==> config.mk <==
export PLATFORM = sky130hd
export DESIGN_NAME = uart_rx
export DESIGN_NICKNAME = d
export VERILOG_FILES = /design/src/rtl/uart_rx_pkg.sv /design/src/rtl/uart_rx_sync_2ff.sv /design/src/rtl/uart_rx.sv
export SDC_FILE = /design/constraint.sdc
export NUM_CORES = 1
export LEC_CHECK = 0
export CAP_MARGIN = 20
export CORE_UTILIZATION = 45
export CTS_CLUSTER_SIZE = 24
export DETAILED_ROUTE_END_ITERATION = 8
export PLACE_DENSITY = 0.68
export SYNTH_ARGS = -nofsm -noshare
export SYNTH_HDL_FRONTEND = slang
export SYNTH_SLANG_ARGS = --single-unit
==> constraint.sdc <==
create_clock -name clk -period 2.85 [get_ports clk]
set_input_delay 0.7125 -clock clk [delete_from_list [all_inputs] [get_ports clk]]
set_output_delay 0.7125 -clock clk [all_outputs]
set_load 0.01 [all_outputs]
==> src/rtl/uart_rx_pkg.sv <==
// Shared UART constants: default bit divider, frame size and receiver state encoding.
// Imported by the receiver and usable by the matching transmitter.
package uart_rx_pkg;

    localparam int DEF_CLKDIV = 50000000 / 115200 - 1;
    localparam int DATA_BITS  = 8;
    localparam int DIV_W      = 16;

    typedef enum logic [2:0] {
        ST_IDLE   = 3'd0,
        ST_START  = 3'd1,
        ST_DATA   = 3'd2,
        ST_STOP   = 3'd3,
        ST_WAITHI = 3'd4
    } rx_state_t;

endpackage

==> src/rtl/uart_rx_sync_2ff.sv <==
// Two-flop synchronizer for asynchronous inputs (rx pin, GPIO inputs); resets to all ones.
// Ports: clk, rst (async active-low), i_d (async in), o_q (synchronized out).
module sync_2ff #(
    parameter int WIDTH = 1
) (
    input  logic             clk,
    input  logic             rst,
    input  logic [WIDTH-1:0] i_d,
    output logic [WIDTH-1:0] o_q
);

    logic [WIDTH-1:0] r_ff1;
    logic [WIDTH-1:0] r_ff2;

    always_ff @(posedge clk or negedge rst) begin
        if (!rst) begin
            r_ff1 <= '1;
            r_ff2 <= '1;
        end else begin
            r_ff1 <= i_d;
            r_ff2 <= r_ff1;
        end
    end

    assign o_q = r_ff2;

endmodule

==> src/rtl/uart_rx.sv <==
// 8N1 UART receiver: samples each bit at its centre, strobes good bytes, flags bad stop bits.
// Ports: clk, rst (async active-low), rx_serial, dout[7:0], dout_valid, frame_err, busy.
module uart_rx
    import uart_rx_pkg::*;
#(
    parameter int CLKDIV  = DEF_CLKDIV,
    parameter int HALFDIV = CLKDIV / 2
) (
    input  logic       clk,
    input  logic       rst,
    input  logic       rx_serial,
    output logic [7:0] dout,
    output logic       dout_valid,
    output logic       frame_err,
    output logic       busy
);

    localparam logic [DIV_W-1:0] W_FULL = DIV_W'(CLKDIV);
    localparam logic [DIV_W-1:0] W_HALF = DIV_W'(HALFDIV);

    logic             w_rxs;
    rx_state_t        r_state;
    logic [DIV_W-1:0] r_div;
    logic [2:0]       r_bitcnt;
    logic [7:0]       r_shreg;
    logic [7:0]       r_dout;
    logic             r_valid;
    logic             r_ferr;

    sync_2ff #(.WIDTH(1)) u_sync (
        .clk (clk),
        .rst (rst),
        .i_d (rx_serial),
        .o_q (w_rxs)
    );

    always_ff @(posedge clk or negedge rst) begin
        if (!rst) begin
            r_state  <= ST_IDLE;
            r_div    <= '0;
            r_bitcnt <= '0;
            r_shreg  <= '0;
            r_dout   <= '0;
            r_valid  <= 1'b0;
            r_ferr   <= 1'b0;
        end else begin
            r_valid <= 1'b0;
            r_ferr  <= 1'b0;
            unique case (r_state)
                ST_IDLE: begin
                    if (!w_rxs) begin
                        r_state <= ST_START;
                        r_div   <= '0;
                    end
                end
                ST_START: begin
                    if (r_div == W_HALF) begin
                        r_div    <= '0;
                        r_bitcnt <= '0;
                        // a line that is high again at mid-start was a glitch
                        r_state  <= w_rxs ? ST_IDLE : ST_DATA;
                    end else begin
                        r_div <= r_div + 1'b1;
                    end
                end
                ST_DATA: begin
                    if (r_div == W_FULL) begin
                        r_div   <= '0;
                        r_shreg <= {w_rxs, r_shreg[7:1]};
                        if (r_bitcnt == 3'(DATA_BITS - 1)) begin
                            r_state <= ST_STOP;
                        end
                        r_bitcnt <= r_bitcnt + 1'b1;
                    end else begin
                        r_div <= r_div + 1'b1;
                    end
                end
                ST_STOP: begin
                    if (r_div == W_FULL) begin
                        r_div <= '0;
                        if (w_rxs) begin
                            r_dout  <= r_shreg;
                            r_valid <= 1'b1;
                            r_state <= ST_IDLE;
                        end else begin
                            r_ferr  <= 1'b1;
                            r_state <= ST_WAITHI;
                        end
                    end else begin
                        r_div <= r_div + 1'b1;
                    end
                end
                ST_WAITHI: begin
                    // swallow a break until the line idles high again
                    if (w_rxs) begin
                        r_state <= ST_IDLE;
                    end
                end
                default: begin
                    r_state <= ST_IDLE;
                end
            endcase
        end
    end

    assign dout       = r_dout;
    assign dout_valid = r_valid;
    assign frame_err  = r_ferr;
    assign busy       = (r_state != ST_IDLE);

endmodule

==> results of run 1 <==
==> area by class of cell <==
type | instances | share of cell area
Clock inverter | 3 | 0.0121
Sequential cell | 42 | 0.441
Multi-Input combinational cell | 139 | 0.411
Timing Repair Buffer | 17 | 0.0650
Clock buffer | 5 | 0.0288
Inverter | 9 | 0.0142
Tap cell | 52 | 0.0273
==> per-stage QoR <==
stage	std cells	worst slack, ns
final	267	0.402
after CTS	267	0.389
after global placement	259	0.466
after floorplan	199	0.555
after global routing	267	0.264
after detailed placement	259	0.408
==> power by group through the flow <==
stage / Combinational [mW] / Sequential [mW] / Clock, mW
3_3_place_gp: 0.0171 / 0.612 / 0
6_report: 0.0160 / 0.600 / 0.413
2_1_floorplan: 0.00329 / 0.610 / 0
3_5_place_dp: 0.0171 / 0.612 / 0
5_1_grt: 0.0199 / 0.601 / 0.446
4_1_cts: 0.0172 / 0.600 / 0.427
==> critical path, cell delays in order, from the launching register on <==
cell and delay, ns:
dfrtp_1 0.49, or3_1 0.45, clkdlybuf4s50_1 0.50
==> routing by layer <==
| metal | vias to the layer above | wire (µm) | share of wire |
|---|---|---|---|
| met3 | 5 | 84 | 0.022 |
| met2 | 12 | 1760 | 0.46 |
| met4 | 0 | 59 | 0.015 |
| met1 | 725 | 1930 | 0.50 |
| li1 | 751 | - | - |
| met5 | - | 0 | 0 |
==> cell families after synthesis <==
kind of cell,Yosys count
compound gates,42
fa+ha+maj,5
buf+inv,18
flops,42
mux,20
simple gates,72
==> cell usage in the layout (no fill, tap or decap), drive strengths merged, types with 5 or more instances in the layout <==
| master | synthesis | layout |
|---|---|---|
| dfrtp | 40 | 40 |
| mux2 | 17 | 17 |
| nand2 | 15 | 15 |
| a21oi | 14 | 14 |
| nand3 | 13 | 13 |
| o21ai | 13 | 13 |
| clkdlybuf4s50 | 0 | 12 |
| inv | 9 | 11 |
| nor2 | 9 | 9 |
| or3 | 7 | 7 |
| ha | 5 | 5 |
| clkbuf | 8 | 5 |
| buf | 1 | 5 |
==> sequential cells by signal, summed over array words and instances (netlist names) <==
signal,count
r_div,16
dout,8
r_shreg,8
r_bitcnt,3
r_state,3
dout_valid,1
frame_err,1
u_sync.o_q,1
u_sync.r_ff1,1
==> how the worst max path moves through the flow <==
stage,from,endpoint,slack (ns),cells past startpoint
final,r_state[2],busy,0.40,2
after global routing,r_div[0],r_bitcnt[0],0.26,6
after CTS,r_div[1],r_bitcnt[0],0.39,7
after detailed placement,r_div[1],r_div[4],0.41,7
after global placement,r_div[1],r_div[4],0.47,7
after floorplan,r_div[1],r_bitcnt[0],0.55,7
==> impl_metrics.env, run 1 <==
export IMPL_status="finished clean"
export IMPL_netlist_instances=199
export IMPL_fillers=409
export IMPL_cp_start_kind="flip-flop"
export IMPL_synth_largest_area_cell="dfrtp_1"
export IMPL_htreeDepth=2
export IMPL_powerDensity_nw_per_um2=431
export IMPL_yosysTopAreaCellShare=0.474
export IMPL_rr_startpoint="r_div[1]"
export IMPL_dieHeight_um=70.5
export IMPL_die_w_um=70.5
export IMPL_clkTransAtPathRegs_ns=0.09
export IMPL_synthAdderAreaFrac=0.0296
export IMPL_netSwitchingPower_mw=0.245
export IMPL_multi_input_area_um2=982
export IMPL_whs_ns=0.337
export IMPL_wire_per_inst_um=14.4
export IMPL_endpoint_kind="output port"
export IMPL_finalMaxSlewViolations=0
export IMPL_finalInstanceArea_um2=2390
export IMPL_ys_top_cells_by_count="40 x dfrtp_1, 16 x mux2_2, 14 x nand2_1"
export IMPL_synth_area_leaders="dfrtp_1 47%, mux2_2 8.5%, a21oi_1 3.1%"
export IMPL_cts_sinks=42
export IMPL_track_usage=0.176
export IMPL_yosys_area_share_simple=0.202
export IMPL_dieArea_um2=4970
export IMPL_synthArstFlopShare=1.00
export IMPL_post_cts_resized=0
export IMPL_yosys_warnings=0
export IMPL_swShare=0.238
export IMPL_io_buffers=13
export IMPL_antenna_cells=0
export IMPL_synth_edf_count=0
export IMPL_drive_above_1_share=0.200
export IMPL_synth_area_mux_share=0.105
export IMPL_skew_ns=0.00517
export IMPL_clockRootBuffer="clkbuf_8"
export IMPL_hpwlAfterDp_um=2710
export IMPL_r2r_end="r_div[4]"
export IMPL_initial_core_util=0.475
export IMPL_pwr_share_clk=0.402
export IMPL_finalNetCount=222
export IMPL_vias=1493
export IMPL_yosys_cell_count_top_type="dfrtp_1"
export IMPL_placementRows=24
export IMPL_register_area_um2=1050
export IMPL_placed_area_um2=2290
export IMPL_crit_fanout=11
export IMPL_max_cap_violations=0
export IMPL_area_growth_pct=13.1
export IMPL_synth_top_family_by_area="simple AND/OR/NAND/NOR gates"
export IMPL_grt_start_max_net_pins=25
export IMPL_hp_class="input pin to async pin"
export IMPL_grt_pass1_wl_um=6750
export IMPL_grt_use_met2=0.261
export IMPL_synth_cell_types=43
export IMPL_r2r_slack_ns=0.41
export IMPL_synth_xor_xnor_area_share=0
export IMPL_first_iter_violations=60
export IMPL_final_util=0.537
export IMPL_cts_buffers=5
export IMPL_p_int_mw=0.785
export IMPL_worstSetupPathType="flip-flop to output port"
export IMPL_routed_wl_um=3830
export IMPL_tns_ns=0
export IMPL_max_freq_mhz=408
export IMPL_hold_violations=0
export IMPL_setup_violations=0
export IMPL_combPwrFrac=0.016
export IMPL_coreArea_um2=4440
export IMPL_yosysSeqAreaShare=0.499
export IMPL_p_seq_frac=0.583
export IMPL_antenna_found_initial=0
export IMPL_synth_avg_cell_area_um2=10.6
export IMPL_viasPerCell=5.59
export IMPL_finalCriticalPeriod_ns=2.45
export IMPL_met1_usage=0.250
export IMPL_ir_drop_mv=0.268
export IMPL_power_mw=1.03
export IMPL_rsz0062_at_grt="false"
export IMPL_drtAntennaViolNets=0
export IMPL_drtPass1Iterations=4
export IMPL_routabilityCongestion=0.802
export IMPL_cts_setup_buffers=0
export IMPL_max_slew_margin=0.479
export IMPL_cp_required_ns=2.14
export IMPL_postCtsHoldBufs=0
export IMPL_ios=14
export IMPL_synth_ff_type="dfrtp_1"
export IMPL_clockBufferDepth=2
export IMPL_post_route_period_util=0.859
export IMPL_grt_met3_usage=0.0404
export IMPL_ys_ff_latch=42
export IMPL_top_usage_layer="met2"
export IMPL_cts_tree="built"
export IMPL_clock_latency_ns=0.30
export IMPL_grt_overflow_total=0
export IMPL_cp_arrival_ns=1.74
export IMPL_drc=0
export IMPL_synth_fp_nets=207
export IMPL_synth_compound_area_share=0.129
export IMPL_reg2regPathDepth=7
export IMPL_grt_pass1_vias=1429
export IMPL_tightest_slew_ns=0.782
export IMPL_p_leak_nw=1.11
export IMPL_netlist_area_um2=2110
Note: power is estimated with default switching activity, not from simulation.
==> run 2, diff against run 1 <==
Settings changed: SKIP_LAST_GASP from default to 1.
==> results of run 2 <==
The final DEF is identical to that of run 1; final timing and power are the same.
==> run 3, diff against run 2 <==
Settings changed: PLACE_DENSITY 0.68 to 0.71, REMOVE_ABC_BUFFERS from default to 1.
Clock period 2.85 ns to 2.25 ns, I/O delays scaled along.
==> run 3 against run 2 <==
  * Via count up 12%
  * Clock skew up 0.0080 ns
  * Wire length up 21%
  * Clock power up 17%
  * Sequential cell count unchanged
  * Design area up 12%
  * Hold slack worse by 0.12 ns
  * Largest power group unchanged
  * Global-route usage up 3.1 points
  * Largest cell class unchanged
  * The run now ends with negative setup slack left
  * Sequential share of layout area down 4.6 points
  * Worst setup slack worse by 0.45 ns
  * Critical path depth up 4
==> impl_metrics.env, run 3 (synthesized netlist as in run 1, its figures left out) <==
export IMPL_cts_tree="built"
export IMPL_skew_ns=0.0132
export IMPL_clkTransAtPathRegs_ns=0.09
export IMPL_ios=14
export IMPL_dieHeight_um=70.5
export IMPL_grt_pass1_vias=1598
export IMPL_finalMaxSlewViolations=0
export IMPL_htreeDepth=2
export IMPL_fillers=367
export IMPL_cts_buffers=5
export IMPL_routabilityCongestion=0.829
export IMPL_grt_overflow_total=0
export IMPL_max_stage_delay_ns=0.59
export IMPL_worstSetupPathType="flip-flop to flip-flop"
export IMPL_max_slew_margin=0.654
export IMPL_finalNetCount=252
export IMPL_cp_arrival_ns=2.48
export IMPL_whs_ns=0.217
export IMPL_first_iter_violations=87
export IMPL_p_leak_nw=1.27
export IMPL_routed_wl_um=4640
export IMPL_crit_fanout=8
export IMPL_clockRootBuffer="clkbuf_8"
export IMPL_max_freq_mhz=435
export IMPL_met1_usage=0.275
export IMPL_rsz0062_at_grt="true"
export IMPL_hp_class="input pin to async pin"
export IMPL_clockBufferDepth=2
export IMPL_grt_use_met2=0.324
export IMPL_drtPass1Iterations=5
export IMPL_dp_cells=283
export IMPL_mostFrequentLayoutCells="40 x dfrtp_1, 30 x buf_4, 14 x nand2_1"
export IMPL_grt_pass1_wl_um=7780
export IMPL_largest_register_ffs=16
export IMPL_finalCriticalPeriod_ns=2.30
export IMPL_crit_chain="or4_4 -> or4_4 -> a2bb2oi_4 -> buf_12 -> o21ai_2 -> a22o_1"
export IMPL_area_growth_pct=26.1
export IMPL_postCtsHoldBufs=0
export IMPL_drive_above_1_share=0.314
export IMPL_cp_required_ns=2.43
export IMPL_final_common_cell="dfrtp_1"
export IMPL_cts_sinks=42
export IMPL_grt_met3_usage=0.0462
export IMPL_antenna_found_initial=0
export IMPL_tightest_slew_ns=0.519
export IMPL_top_usage_layer="met2"
export IMPL_clock_latency_ns=0.30
export IMPL_track_usage=0.207
export IMPL_ir_drop_mv=0.302
export IMPL_hold_violations=0
export IMPL_max_cap_violations=0
export IMPL_drtAntennaViolNets=0
export IMPL_stdcell_count=297
export IMPL_vias=1666
export IMPL_setup_ws_ns=-0.0472
export IMPL_wire_per_inst_um=15.6
export IMPL_io_buffers=13
export IMPL_crit_buf_inv=1
export IMPL_grt_start_max_net_pins=24
export IMPL_die_w_um=70.5
export IMPL_viasPerCell=5.61
export IMPL_violations="negative setup slack"
export IMPL_cp_start_kind="flip-flop"
export IMPL_placementRows=24
export IMPL_endpoint_kind="flip-flop"
export IMPL_coreArea_um2=4440
export IMPL_initial_core_util=0.475
export IMPL_post_route_period_util=1.02
export IMPL_antenna_cells=0
export IMPL_cpMostUsedCell="or4_4"
export IMPL_drc=0
export IMPL_status="finished with violations"
export IMPL_setup_violations=10
export IMPL_regMostFlops="r_div"
export IMPL_dieArea_um2=4970
export IMPL_tns_ns=-0.115
export IMPL_powerDensity_nw_per_um2=476
export IMPL_hpwlAfterDp_um=3040
export IMPL_cp_top_family="simple AND/OR/NAND/NOR gates"
export IMPL_crit_path_top_delay_cell="or4_4"
==> run 3: final cells by class <==
type	instances	area, µm²	share of cell area
clock buffer	5	68.8	0.0258
tap	52	65.1	0.0244
sequential	42	1050	0.396
timing repair buffer	46	395	0.148
inverter	9	33.8	0.0127
multi-input combinational	140	1030	0.386
clock inverter	3	18.8	0.00705
==> run 3: per-layer routing <==
layer | routed length, µm | part of all wire
met4 | 81 | 0.017
met5 | 0 | 0
met2 | 2270 | 0.49
met3 | 186 | 0.040
met1 | 2100 | 0.45
==> run 3: path summary, 6_finish.rpt <==
kind / slack (ns) / from / depth (start not counted) / end
worst min register to register: 0.37 / u_sync.r_ff1 / 0 / u_sync.o_q
min in group clk: 0.37 / u_sync.r_ff1 / 0 / u_sync.o_q
max in group asynchronous: 1.38 / rst / 2 / u_sync.o_q
worst max register to register: -0.05 / r_div[11] / 6 / r_div[4]
worst max-delay path: -0.05 / r_div[11] / 6 / r_div[4]
worst min-delay path: 0.22 / rst / 1 / r_div[10]
==> run 3: timing repair <==
item / 4_1_cts / 5_1_grt
resized for setup: 3 / 12
setup buffers: 3 / 1
pin swaps: 3 / 16
gates cloned: 2 / 1
setup endpoints to repair: 13 / 26
==> run 3: report_power, final <==
part,switching (mW),internal [mW]
Clock,0.267,0.218
Combinational,0.0169,0.00544
Sequential,0.00287,0.757
Total,0.286,0.981
==> run 3: through the flow <==
step	util	worst slack, ns	instance area (µm²)	total power, mW
floorplan	-	-0.0454	2070	0.777
global placement	0.559	-0.0571	2480	0.798
detailed placement	0.559	-0.115	2480	0.799
CTS	0.595	-0.0568	2640	1.28
global route	0.599	-0.104	2660	1.31
finish	0.599	-0.0472	2660	1.27
